File: src/rtl/apb_transfer_sequencer_if.sv
// Host command/response and APB-side signal bundle for apb_transfer_sequencer.
// slave = sequencer view, master = host/APB-agent view.
interface apb_transfer_sequencer_if #(
    parameter int DWIDTH = 32,
    parameter int AWIDTH = 32
);
    logic              CMD_VALID;
    logic              CMD_READY;
    logic              CMD_WRITE;
    logic [AWIDTH-1:0] CMD_ADDR;
    logic [DWIDTH-1:0] CMD_WDATA;
    logic              RSP_VALID;
    logic              RSP_READY;
    logic [DWIDTH-1:0] RSP_RDATA;
    logic              RSP_TIMEOUT;
    logic              TRANSFER;
    logic [AWIDTH-1:0] PADDR;
    logic              PWRITE;
    logic [DWIDTH-1:0] PWDATA;
    logic              PSEL;
    logic              PREADY;
    logic [DWIDTH-1:0] PRDATA;

    // Handshakes: a command moves on a clock edge where CMD_VALID && CMD_READY;
    // a response is consumed on an edge where RSP_VALID && RSP_READY, and
    // RSP_RDATA/RSP_TIMEOUT hold steady while RSP_VALID is high.
    modport slave (
        input  CMD_VALID, CMD_WRITE, CMD_ADDR, CMD_WDATA, RSP_READY,
        input  PSEL, PREADY, PRDATA,
        output CMD_READY, RSP_VALID, RSP_RDATA, RSP_TIMEOUT,
        output TRANSFER, PADDR, PWRITE, PWDATA
    );

    modport master (
        output CMD_VALID, CMD_WRITE, CMD_ADDR, CMD_WDATA, RSP_READY,
        output PSEL, PREADY, PRDATA,
        input  CMD_READY, RSP_VALID, RSP_RDATA, RSP_TIMEOUT,
        input  TRANSFER, PADDR, PWRITE, PWDATA
    );
endinterface

File: src/rtl/apb_transfer_sequencer.sv
// Queues host commands and issues them one at a time to an asynchronous APB master.
// Define APB_SEQ_TIMEOUT_EN to add a 16-bit watchdog on the REQ/REL handshake.
module apb_transfer_sequencer #(
    parameter int DWIDTH = 32,
    parameter int AWIDTH = 32,
    parameter int DEPTH  = 4
) (
    input  logic                         PCLK,
    input  logic                         PRESET,
    apb_transfer_sequencer_if.slave      bus,
    output logic [1:0]                   o_state
);

    localparam int PW = (DEPTH > 1) ? $clog2(DEPTH) : 1;
    localparam logic [PW:0]   FULL_CNT = (PW+1)'(DEPTH);
    localparam logic [PW:0]   CNT_ONE  = (PW+1)'(1);
    localparam logic [PW-1:0] PTR_ONE  = PW'(1);

    typedef enum logic [1:0] {IDLE, REQ, REL, RESP} state_t;

    state_t r_state;
    state_t w_next_state;

    logic r_psel_m, r_psel_s, r_pready_m, r_pready_s;

    logic [AWIDTH-1:0] r_fifo_addr  [DEPTH];
    logic [DWIDTH-1:0] r_fifo_wdata [DEPTH];
    logic [DEPTH-1:0]  r_fifo_write;
    logic [PW-1:0]     r_wr_ptr, r_rd_ptr;
    logic [PW:0]       r_count;

    logic [AWIDTH-1:0] r_paddr;
    logic              r_pwrite;
    logic [DWIDTH-1:0] r_pwdata;
    logic [DWIDTH-1:0] r_rsp_rdata;

    logic w_cmd_ready, w_push, w_pop, w_capture, w_tmo_hit, w_tmo_max;

    // PSEL/PREADY come from another clock domain; nothing looks at them unsynchronized.
    always_ff @(posedge PCLK) begin
        if (PRESET) begin
            r_psel_m   <= 1'b0;
            r_psel_s   <= 1'b0;
            r_pready_m <= 1'b0;
            r_pready_s <= 1'b0;
        end else begin
            r_psel_m   <= bus.PSEL;
            r_psel_s   <= r_psel_m;
            r_pready_m <= bus.PREADY;
            r_pready_s <= r_pready_m;
        end
    end

    assign w_cmd_ready = !PRESET && (r_count < FULL_CNT);
    assign w_push      = bus.CMD_VALID && w_cmd_ready;
    assign w_pop       = (r_state == IDLE) && (r_count != '0);

    always_ff @(posedge PCLK) begin
        if (w_push) begin
            r_fifo_addr[r_wr_ptr]  <= bus.CMD_ADDR;
            r_fifo_wdata[r_wr_ptr] <= bus.CMD_WDATA;
            r_fifo_write[r_wr_ptr] <= bus.CMD_WRITE;
        end
    end

    always_ff @(posedge PCLK) begin
        if (PRESET) begin
            r_wr_ptr <= '0;
            r_rd_ptr <= '0;
            r_count  <= '0;
        end else begin
            if (w_push) r_wr_ptr <= r_wr_ptr + PTR_ONE;
            if (w_pop)  r_rd_ptr <= r_rd_ptr + PTR_ONE;
            case ({w_push, w_pop})
                2'b10:   r_count <= r_count + CNT_ONE;
                2'b01:   r_count <= r_count - CNT_ONE;
                default: r_count <= r_count;
            endcase
        end
    end

    always_ff @(posedge PCLK) begin
        if (PRESET) r_state <= IDLE;
        else        r_state <= w_next_state;
    end

    always_comb begin
        w_next_state = r_state;
        w_capture    = 1'b0;
        w_tmo_hit    = 1'b0;
        case (r_state)
            IDLE: if (w_pop) w_next_state = REQ;
            REQ: begin
                if (r_pready_s) begin
                    w_capture    = 1'b1;
                    w_next_state = REL;
                end else if (w_tmo_max) begin
                    w_tmo_hit    = 1'b1;
                    w_next_state = RESP;
                end
            end
            REL: begin
                if (!r_pready_s && !r_psel_s) begin
                    w_next_state = RESP;
                end else if (w_tmo_max) begin
                    w_tmo_hit    = 1'b1;
                    w_next_state = RESP;
                end
            end
            RESP: if (bus.RSP_READY) w_next_state = IDLE;
            default: w_next_state = IDLE;
        endcase
    end

    // Command fields stay frozen from the pop until the next pop, covering REQ..RESP.
    always_ff @(posedge PCLK) begin
        if (PRESET) begin
            r_paddr     <= '0;
            r_pwrite    <= 1'b0;
            r_pwdata    <= '0;
            r_rsp_rdata <= '0;
        end else begin
            if (w_pop) begin
                r_paddr  <= r_fifo_addr[r_rd_ptr];
                r_pwrite <= r_fifo_write[r_rd_ptr];
                r_pwdata <= r_fifo_wdata[r_rd_ptr];
            end
            if (w_capture)      r_rsp_rdata <= r_pwrite ? '0 : bus.PRDATA;
            else if (w_tmo_hit) r_rsp_rdata <= '0;
        end
    end

`ifdef APB_SEQ_TIMEOUT_EN
    logic [15:0] r_tmo_cnt;
    logic        r_rsp_timeout;

    always_ff @(posedge PCLK) begin
        if (PRESET) begin
            r_tmo_cnt     <= '0;
            r_rsp_timeout <= 1'b0;
        end else begin
            if (w_pop)                                 r_tmo_cnt <= '0;
            else if (r_state == REQ || r_state == REL) r_tmo_cnt <= r_tmo_cnt + 16'd1;
            if (w_pop)          r_rsp_timeout <= 1'b0;
            else if (w_tmo_hit) r_rsp_timeout <= 1'b1;
        end
    end

    assign w_tmo_max       = (r_tmo_cnt == 16'hFFFF);
    assign bus.RSP_TIMEOUT = r_rsp_timeout;
`else
    assign w_tmo_max       = 1'b0;
    assign bus.RSP_TIMEOUT = 1'b0;
`endif

    assign bus.CMD_READY = w_cmd_ready;
    assign bus.TRANSFER  = (r_state == REQ);
    assign bus.RSP_VALID = (r_state == RESP);
    assign bus.RSP_RDATA = r_rsp_rdata;
    assign bus.PADDR     = r_paddr;
    assign bus.PWRITE    = r_pwrite;
    assign bus.PWDATA    = r_pwdata;
    assign o_state       = r_state;

endmodule

File: src/flat_wrapper.sv
// flat-port wrapper written by rule: the top's interface ports become plain ports
module apb_transfer_sequencer_flat 
#(
    parameter int DWIDTH = 32,
    parameter int AWIDTH = 32,
    parameter int DEPTH  = 4
)
  (PCLK, PRESET, o_state, bus_CMD_VALID, bus_CMD_WRITE, bus_CMD_ADDR, bus_CMD_WDATA, bus_RSP_READY, bus_PSEL, bus_PREADY, bus_PRDATA, bus_CMD_READY, bus_RSP_VALID, bus_RSP_RDATA, bus_RSP_TIMEOUT, bus_TRANSFER, bus_PADDR, bus_PWRITE, bus_PWDATA);
  apb_transfer_sequencer_if #(.DWIDTH(DWIDTH), .AWIDTH(AWIDTH)) bus_i ();
  input  logic PCLK;
  input  logic PRESET;
  output logic [1:0] o_state;
  input wire logic [$bits(bus_i.CMD_VALID)-1:0] bus_CMD_VALID;
  input wire logic [$bits(bus_i.CMD_WRITE)-1:0] bus_CMD_WRITE;
  input wire logic [$bits(bus_i.CMD_ADDR)-1:0] bus_CMD_ADDR;
  input wire logic [$bits(bus_i.CMD_WDATA)-1:0] bus_CMD_WDATA;
  input wire logic [$bits(bus_i.RSP_READY)-1:0] bus_RSP_READY;
  input wire logic [$bits(bus_i.PSEL)-1:0] bus_PSEL;
  input wire logic [$bits(bus_i.PREADY)-1:0] bus_PREADY;
  input wire logic [$bits(bus_i.PRDATA)-1:0] bus_PRDATA;
  output wire logic [$bits(bus_i.CMD_READY)-1:0] bus_CMD_READY;
  output wire logic [$bits(bus_i.RSP_VALID)-1:0] bus_RSP_VALID;
  output wire logic [$bits(bus_i.RSP_RDATA)-1:0] bus_RSP_RDATA;
  output wire logic [$bits(bus_i.RSP_TIMEOUT)-1:0] bus_RSP_TIMEOUT;
  output wire logic [$bits(bus_i.TRANSFER)-1:0] bus_TRANSFER;
  output wire logic [$bits(bus_i.PADDR)-1:0] bus_PADDR;
  output wire logic [$bits(bus_i.PWRITE)-1:0] bus_PWRITE;
  output wire logic [$bits(bus_i.PWDATA)-1:0] bus_PWDATA;
  assign bus_i.CMD_VALID = bus_CMD_VALID;
  assign bus_i.CMD_WRITE = bus_CMD_WRITE;
  assign bus_i.CMD_ADDR = bus_CMD_ADDR;
  assign bus_i.CMD_WDATA = bus_CMD_WDATA;
  assign bus_i.RSP_READY = bus_RSP_READY;
  assign bus_i.PSEL = bus_PSEL;
  assign bus_i.PREADY = bus_PREADY;
  assign bus_i.PRDATA = bus_PRDATA;
  assign bus_CMD_READY = bus_i.CMD_READY;
  assign bus_RSP_VALID = bus_i.RSP_VALID;
  assign bus_RSP_RDATA = bus_i.RSP_RDATA;
  assign bus_RSP_TIMEOUT = bus_i.RSP_TIMEOUT;
  assign bus_TRANSFER = bus_i.TRANSFER;
  assign bus_PADDR = bus_i.PADDR;
  assign bus_PWRITE = bus_i.PWRITE;
  assign bus_PWDATA = bus_i.PWDATA;
  apb_transfer_sequencer #(.DWIDTH(DWIDTH), .AWIDTH(AWIDTH), .DEPTH(DEPTH)) u_core (.PCLK(PCLK), .PRESET(PRESET), .bus(bus_i), .o_state(o_state));
endmodule
File: config.mk
export PLATFORM = sky130hd
export DESIGN_NAME = apb_transfer_sequencer_flat
export DESIGN_NICKNAME = d
export VERILOG_FILES = /design/src/rtl/apb_transfer_sequencer_if.sv /design/src/rtl/apb_transfer_sequencer.sv /design/src/flat_wrapper.sv
export SDC_FILE = /design/constraint.sdc
export NUM_CORES = 1
export LEC_CHECK = 0
export CELL_PAD_IN_SITES_DETAIL_PLACEMENT = 0
export CELL_PAD_IN_SITES_GLOBAL_PLACEMENT = 1
export CORE_MARGIN = 1
export CORE_UTILIZATION = 46
export DETAILED_ROUTE_END_ITERATION = 8
export GPL_TIMING_DRIVEN = 0
export PLACE_DENSITY_LB_ADDON = 0.1
export SLEW_MARGIN = 20
export SYNTH_ARGS = -nofsm -noshare
export SYNTH_HDL_FRONTEND = slang
export SYNTH_SLANG_ARGS = --single-unit
File: constraint.sdc
create_clock -name PCLK -period 3.66 [get_ports PCLK]
set_clock_uncertainty 0.2 [all_clocks]
set_input_delay 0.366 -clock PCLK [delete_from_list [all_inputs] [get_ports PCLK]]
set_output_delay 0.366 -clock PCLK [all_outputs]
set_load 0.03 [all_outputs]
==> implementation parameters <==
Parameter                              Value

Worst setup path
  Arrival time of the worst setup path    about 2.4 ns
  Cell-by-cell listing of the critical path    clkdlybuf4s50_1 -> clkbuf_1 -> buf_1 -> nor2_1 -> clkdlybuf4s50_1
  Classification of the worst setup path    input port to primary output
  Startpoint class of the critical path    input port
  Slowest cell on the critical path    sky130_fd_sc_hd__clkdlybuf4s50_1
  CP bufs+invs    4
  Element type at the critical path end    primary output
  Beginning of the critical path    PRESET
  Cell family with the largest share of critical-path delay    buffers and inverters
  FF-to-FF End    u_core.r_count[2]$_SDFFE_PP0P_
  FF-to-FF Start    u_core.o_state[0]$_SDFFE_PP0P_
  Worst reg2reg setup slack    1.15 ns
  Worst Path Required    3.09 ns
  Most used cell, CP    sky130_fd_sc_hd__clkdlybuf4s50_1
  Depth of the worst register-to-register path    9
  Max incr delay on CP    between 0.6 and 0.7 ns
  Critical path peak fanout    10

Timing
  Least setup slack across all paths after layout    0.652 ns
  Setup violations, final    0
  Min Clock Period, post-route    3.01 ns
  Max Transition Viols Final    0
  Max-Slew Margin vs Limit    50.6%
  Total count of hold-check failures in the final report    0
  Highest Clock Rate    332 MHz
  Worst hold slack    between 0.2 and 0.25 ns
  RSZ-0062 raised after global routing    no
  Measured slew at the worst slew-check pin    0.741 ns
  Fin crit share    a little over 80%

Min path
  Hold path cells    2
  Type of the tightest min-delay check    input port to flip-flop
  Sink of the worst hold path    u_core.r_pready_m$_SDFF_PP0_
  Launch point of the worst hold path    bus_PREADY

Global route
  First-pass GRT wire length    43000 µm
  Antenna violations before repair    1
  Tot GR Track Use    19.5%
  Via count of the first global-routing pass    slightly below 8000
  Maximum number of pins on one net before global-route repair    39
  Aggregate global routing overflow    0

Logic synthesis
  Mean Syn Cell Area    18.9 µm²
  Synthesized netlist net count    820
  Most used DFF post-synth    sky130_fd_sc_hd__edfxtp_1
  Leading area contributor after synthesis    sky130_fd_sc_hd__edfxtp_1
  Area contributors post-synth    sky130_fd_sc_hd__edfxtp_1 (59%), sky130_fd_sc_hd__dfxtp_1 (17%), sky130_fd_sc_hd__mux4_2 (11%), sky130_fd_sc_hd__a22o_1 (4.3%), sky130_fd_sc_hd__nand4b_1 (2.1%)
  Number of synthesis warnings    0
  Register bit count reported by yosys    370
  Share of the synthesized area in the top cell type    58.5%
  Synthesized cell area    roughly 13000 µm²
  Seq/Total Area, Yosys    75.0%
  Most frequent cell after synthesis    sky130_fd_sc_hd__edfxtp_1
  Top cells by instance count after synthesis    sky130_fd_sc_hd__edfxtp_1 (260), sky130_fd_sc_hd__dfxtp_1 (110), sky130_fd_sc_hd__a22o_1 (65), sky130_fd_sc_hd__mux4_2 (65), sky130_fd_sc_hd__a21oi_1 (35)
  Number of unique standard cell types used by synthesis    33
  Number of flops mapped to enable cells by yosys    260
  Share of synthesized registers carrying an async set or reset    0%
  Number of instances in the synthesized netlist    707

CTS
  Clk sink count    370
  Number of buffers added by the clock tree synthesis step    39
  Buffers inserted during post-CTS setup optimization    0
  Max Root-Sink Buffers    3
  Clock transition time at the flip-flop clock pins of the worst setup and hold paths    0.05 ns
  Quantity of gates resized following cts    0
  Buffer cell driving the clock tree root    sky130_fd_sc_hd__clkbuf_16
  Worst skew pair latency    0.52 ns
  Max H-tree Level    2
  Hold buffer count at CTS    0
  Clock tree from TritonCTS    built

Final layout
  Number of standard cells in the layout, taps in and fillers out    about 1400
  Final standard cell area without fillers    roughly 17000 µm²
  Fillers    ~2100
  Area taken by flip-flops and latches    10000 µm²
  Layout Nets    roughly 1100
  Layout Area Growth over Synthesis    29.1%
  Area used by multi-input combinational logic    between 3000 and 4000 µm²
  # diodes    0
  Proportion of layout cells with a drive suffix above 1    ~16%

Placed design
  Port buffer count    204
  Placed Instances    1293
  Cell area after placement    ~16000 µm²
  Worst slack, placed    0.608 ns
  Placed wire-length estimate    17800 µm
  Gp weighted congestion    0.751

Floorplan
  Initial core utilization    47.4%
  Cell row count    ~60
  Full die area    between 20000 and 30000 µm²
  Die boundary height    172 µm
  Number of top-level design ports    206
  Horizontal die dimension    roughly 170 µm
  Placeable Area    28200 µm²

Routing
  Via count    about 7400
  Routed vias/inst    5.40
  Number of design-rule violations left by the first detailed-router iteration    ~390
  Remaining design rule violation count    0
  Final ANT Viol Nets    0
  Final wirelength    ~28000 µm
  Drt first pass iters    5
  Average routed wire per standard cell    20.6 µm

Power
  Worst voltage drop across the vdd grid    0.000464 V
  Static leakage power    5.67 nW
  Cell Pwr Density    728 nW/µm²
  Power Total    12.5 mW

Status
  Result of the run    completed

Run
  Max-cap viol count    0
-- power breakdown --
group	switching (mW)	leakage [nW]	internal [mW]
logic	1.85	1.80	1.65
clock network	1.53	0.610	2.27
registers	0.263	3.26	4.98
-- logic make-up after synthesis --
family | synth area share, %
adders and majority gates | 0.994
xor gates and xnor gates | 0.328
muxes | 11.0
AOI/OAI and AO/OA | 5.91
buffers and inverters | 2.49
and+or+nand+nor | 4.18
other | 0.0281
DFF | 75.0
-- metal layers --
layer,share of wire [%],GRT usage (%)
met1,43,25.4
met2,49,32.6
met3,5.8,4.35
met4,2.1,5.81
met5,0.046,0
-- cells in the final DEF, fill, tap and decap left out, types with 2 or more instances in the layout --
cell / netlist / final
sky130_fd_sc_hd__edfxtp_1: 260 / 260
sky130_fd_sc_hd__clkdlybuf4s50_1: 0 / 204
sky130_fd_sc_hd__dfxtp_1: 110 / 110
sky130_fd_sc_hd__mux4_2: 65 / 65
sky130_fd_sc_hd__a22o_1: 65 / 65
sky130_fd_sc_hd__clkbuf_16: 0 / 39
sky130_fd_sc_hd__a21oi_1: 35 / 35
sky130_fd_sc_hd__nand2_1: 34 / 34
sky130_fd_sc_hd__nand4b_1: 32 / 32
sky130_fd_sc_hd__clkbuf_1: 18 / 26
sky130_fd_sc_hd__buf_6: 10 / 10
sky130_fd_sc_hd__buf_2: 10 / 10
sky130_fd_sc_hd__nor2_1: 9 / 9
sky130_fd_sc_hd__ha_1: 9 / 9
sky130_fd_sc_hd__inv_1: 8 / 8
sky130_fd_sc_hd__buf_1: 6 / 6
sky130_fd_sc_hd__clkinv_1: 0 / 6
sky130_fd_sc_hd__clkinv_2: 0 / 6
sky130_fd_sc_hd__nor2b_1: 5 / 5
sky130_fd_sc_hd__clkbuf_8: 0 / 5
sky130_fd_sc_hd__and2_4: 0 / 4
sky130_fd_sc_hd__nand2b_1: 4 / 4
sky130_fd_sc_hd__buf_4: 4 / 4
sky130_fd_sc_hd__buf_16: 0 / 4
sky130_fd_sc_hd__xor2_1: 3 / 3
sky130_fd_sc_hd__bufinv_16: 0 / 3
sky130_fd_sc_hd__o21ai_0: 2 / 2
sky130_fd_sc_hd__xnor2_1: 2 / 2
sky130_fd_sc_hd__inv_6: 0 / 2
-- metrics by stage --
step	setup TNS [ns]	util, %
after global routing	0	61.1
after floorplan	0	-
after CTS	0	61.1
after global placement	-311.57	56.3
final	0	61.1
after detailed placement	0	56.7
-- how the worst max path moves through the flow --
stage / depth (start not counted) / to / slack (ns)
2_1_floorplan: 2 / u_core.r_fifo_addr[1][0]$_DFFE_PP_ / 0.74
3_3_place_gp: 3 / u_core.r_fifo_wdata[0][16]$_DFFE_PP_ / -1.22
3_5_place_dp: 5 / bus_CMD_READY / 0.61
4_1_cts: 5 / bus_CMD_READY / 0.61
5_1_grt: 5 / bus_CMD_READY / 0.52
6_report: 5 / bus_CMD_READY / 0.65
-- sequential cells by signal (all words and copies together) (netlist names) --
signal,cells
u_core.bus.PADDR,32
u_core.bus.PWDATA,32
u_core.bus.PWRITE,1
u_core.bus.RSP_RDATA,32
u_core.o_state,2
u_core.r_count,3
u_core.r_fifo_addr,128
u_core.r_fifo_wdata,128
u_core.r_fifo_write,4
u_core.r_pready_m,1
u_core.r_pready_s,1
u_core.r_psel_m,1
u_core.r_psel_s,1
u_core.r_rd_ptr,2
u_core.r_wr_ptr,2
-- worst reg2reg max path, stage by stage, from the launching register on --
cell,delay (ns)
sky130_fd_sc_hd__dfxtp_1,0.34
sky130_fd_sc_hd__inv_1,0.11
sky130_fd_sc_hd__ha_1,0.23
sky130_fd_sc_hd__o31a_1,0.24
sky130_fd_sc_hd__ha_1,0.21
sky130_fd_sc_hd__inv_1,0.07
sky130_fd_sc_hd__fa_1,0.43
sky130_fd_sc_hd__xor2_1,0.16
sky130_fd_sc_hd__or3_1,0.30
sky130_fd_sc_hd__a21oi_1,0.14
-- layout make-up --
| cell class | count | share of cell area, % |
|---|---|---|
| Tap cell | 378 | 2.75 |
| Multi-Input combinational cell | 280 | 17.5 |
| Clock inverter | 18 | 0.974 |
| Timing Repair Buffer | 208 | 12.5 |
| Sequential cell | 370 | 58.1 |
| Buffer | 49 | 1.76 |
| Clock buffer | 52 | 6.24 |
| Inverter | 8 | 0.174 |
Note: power is estimated with default switching activity, not from simulation.
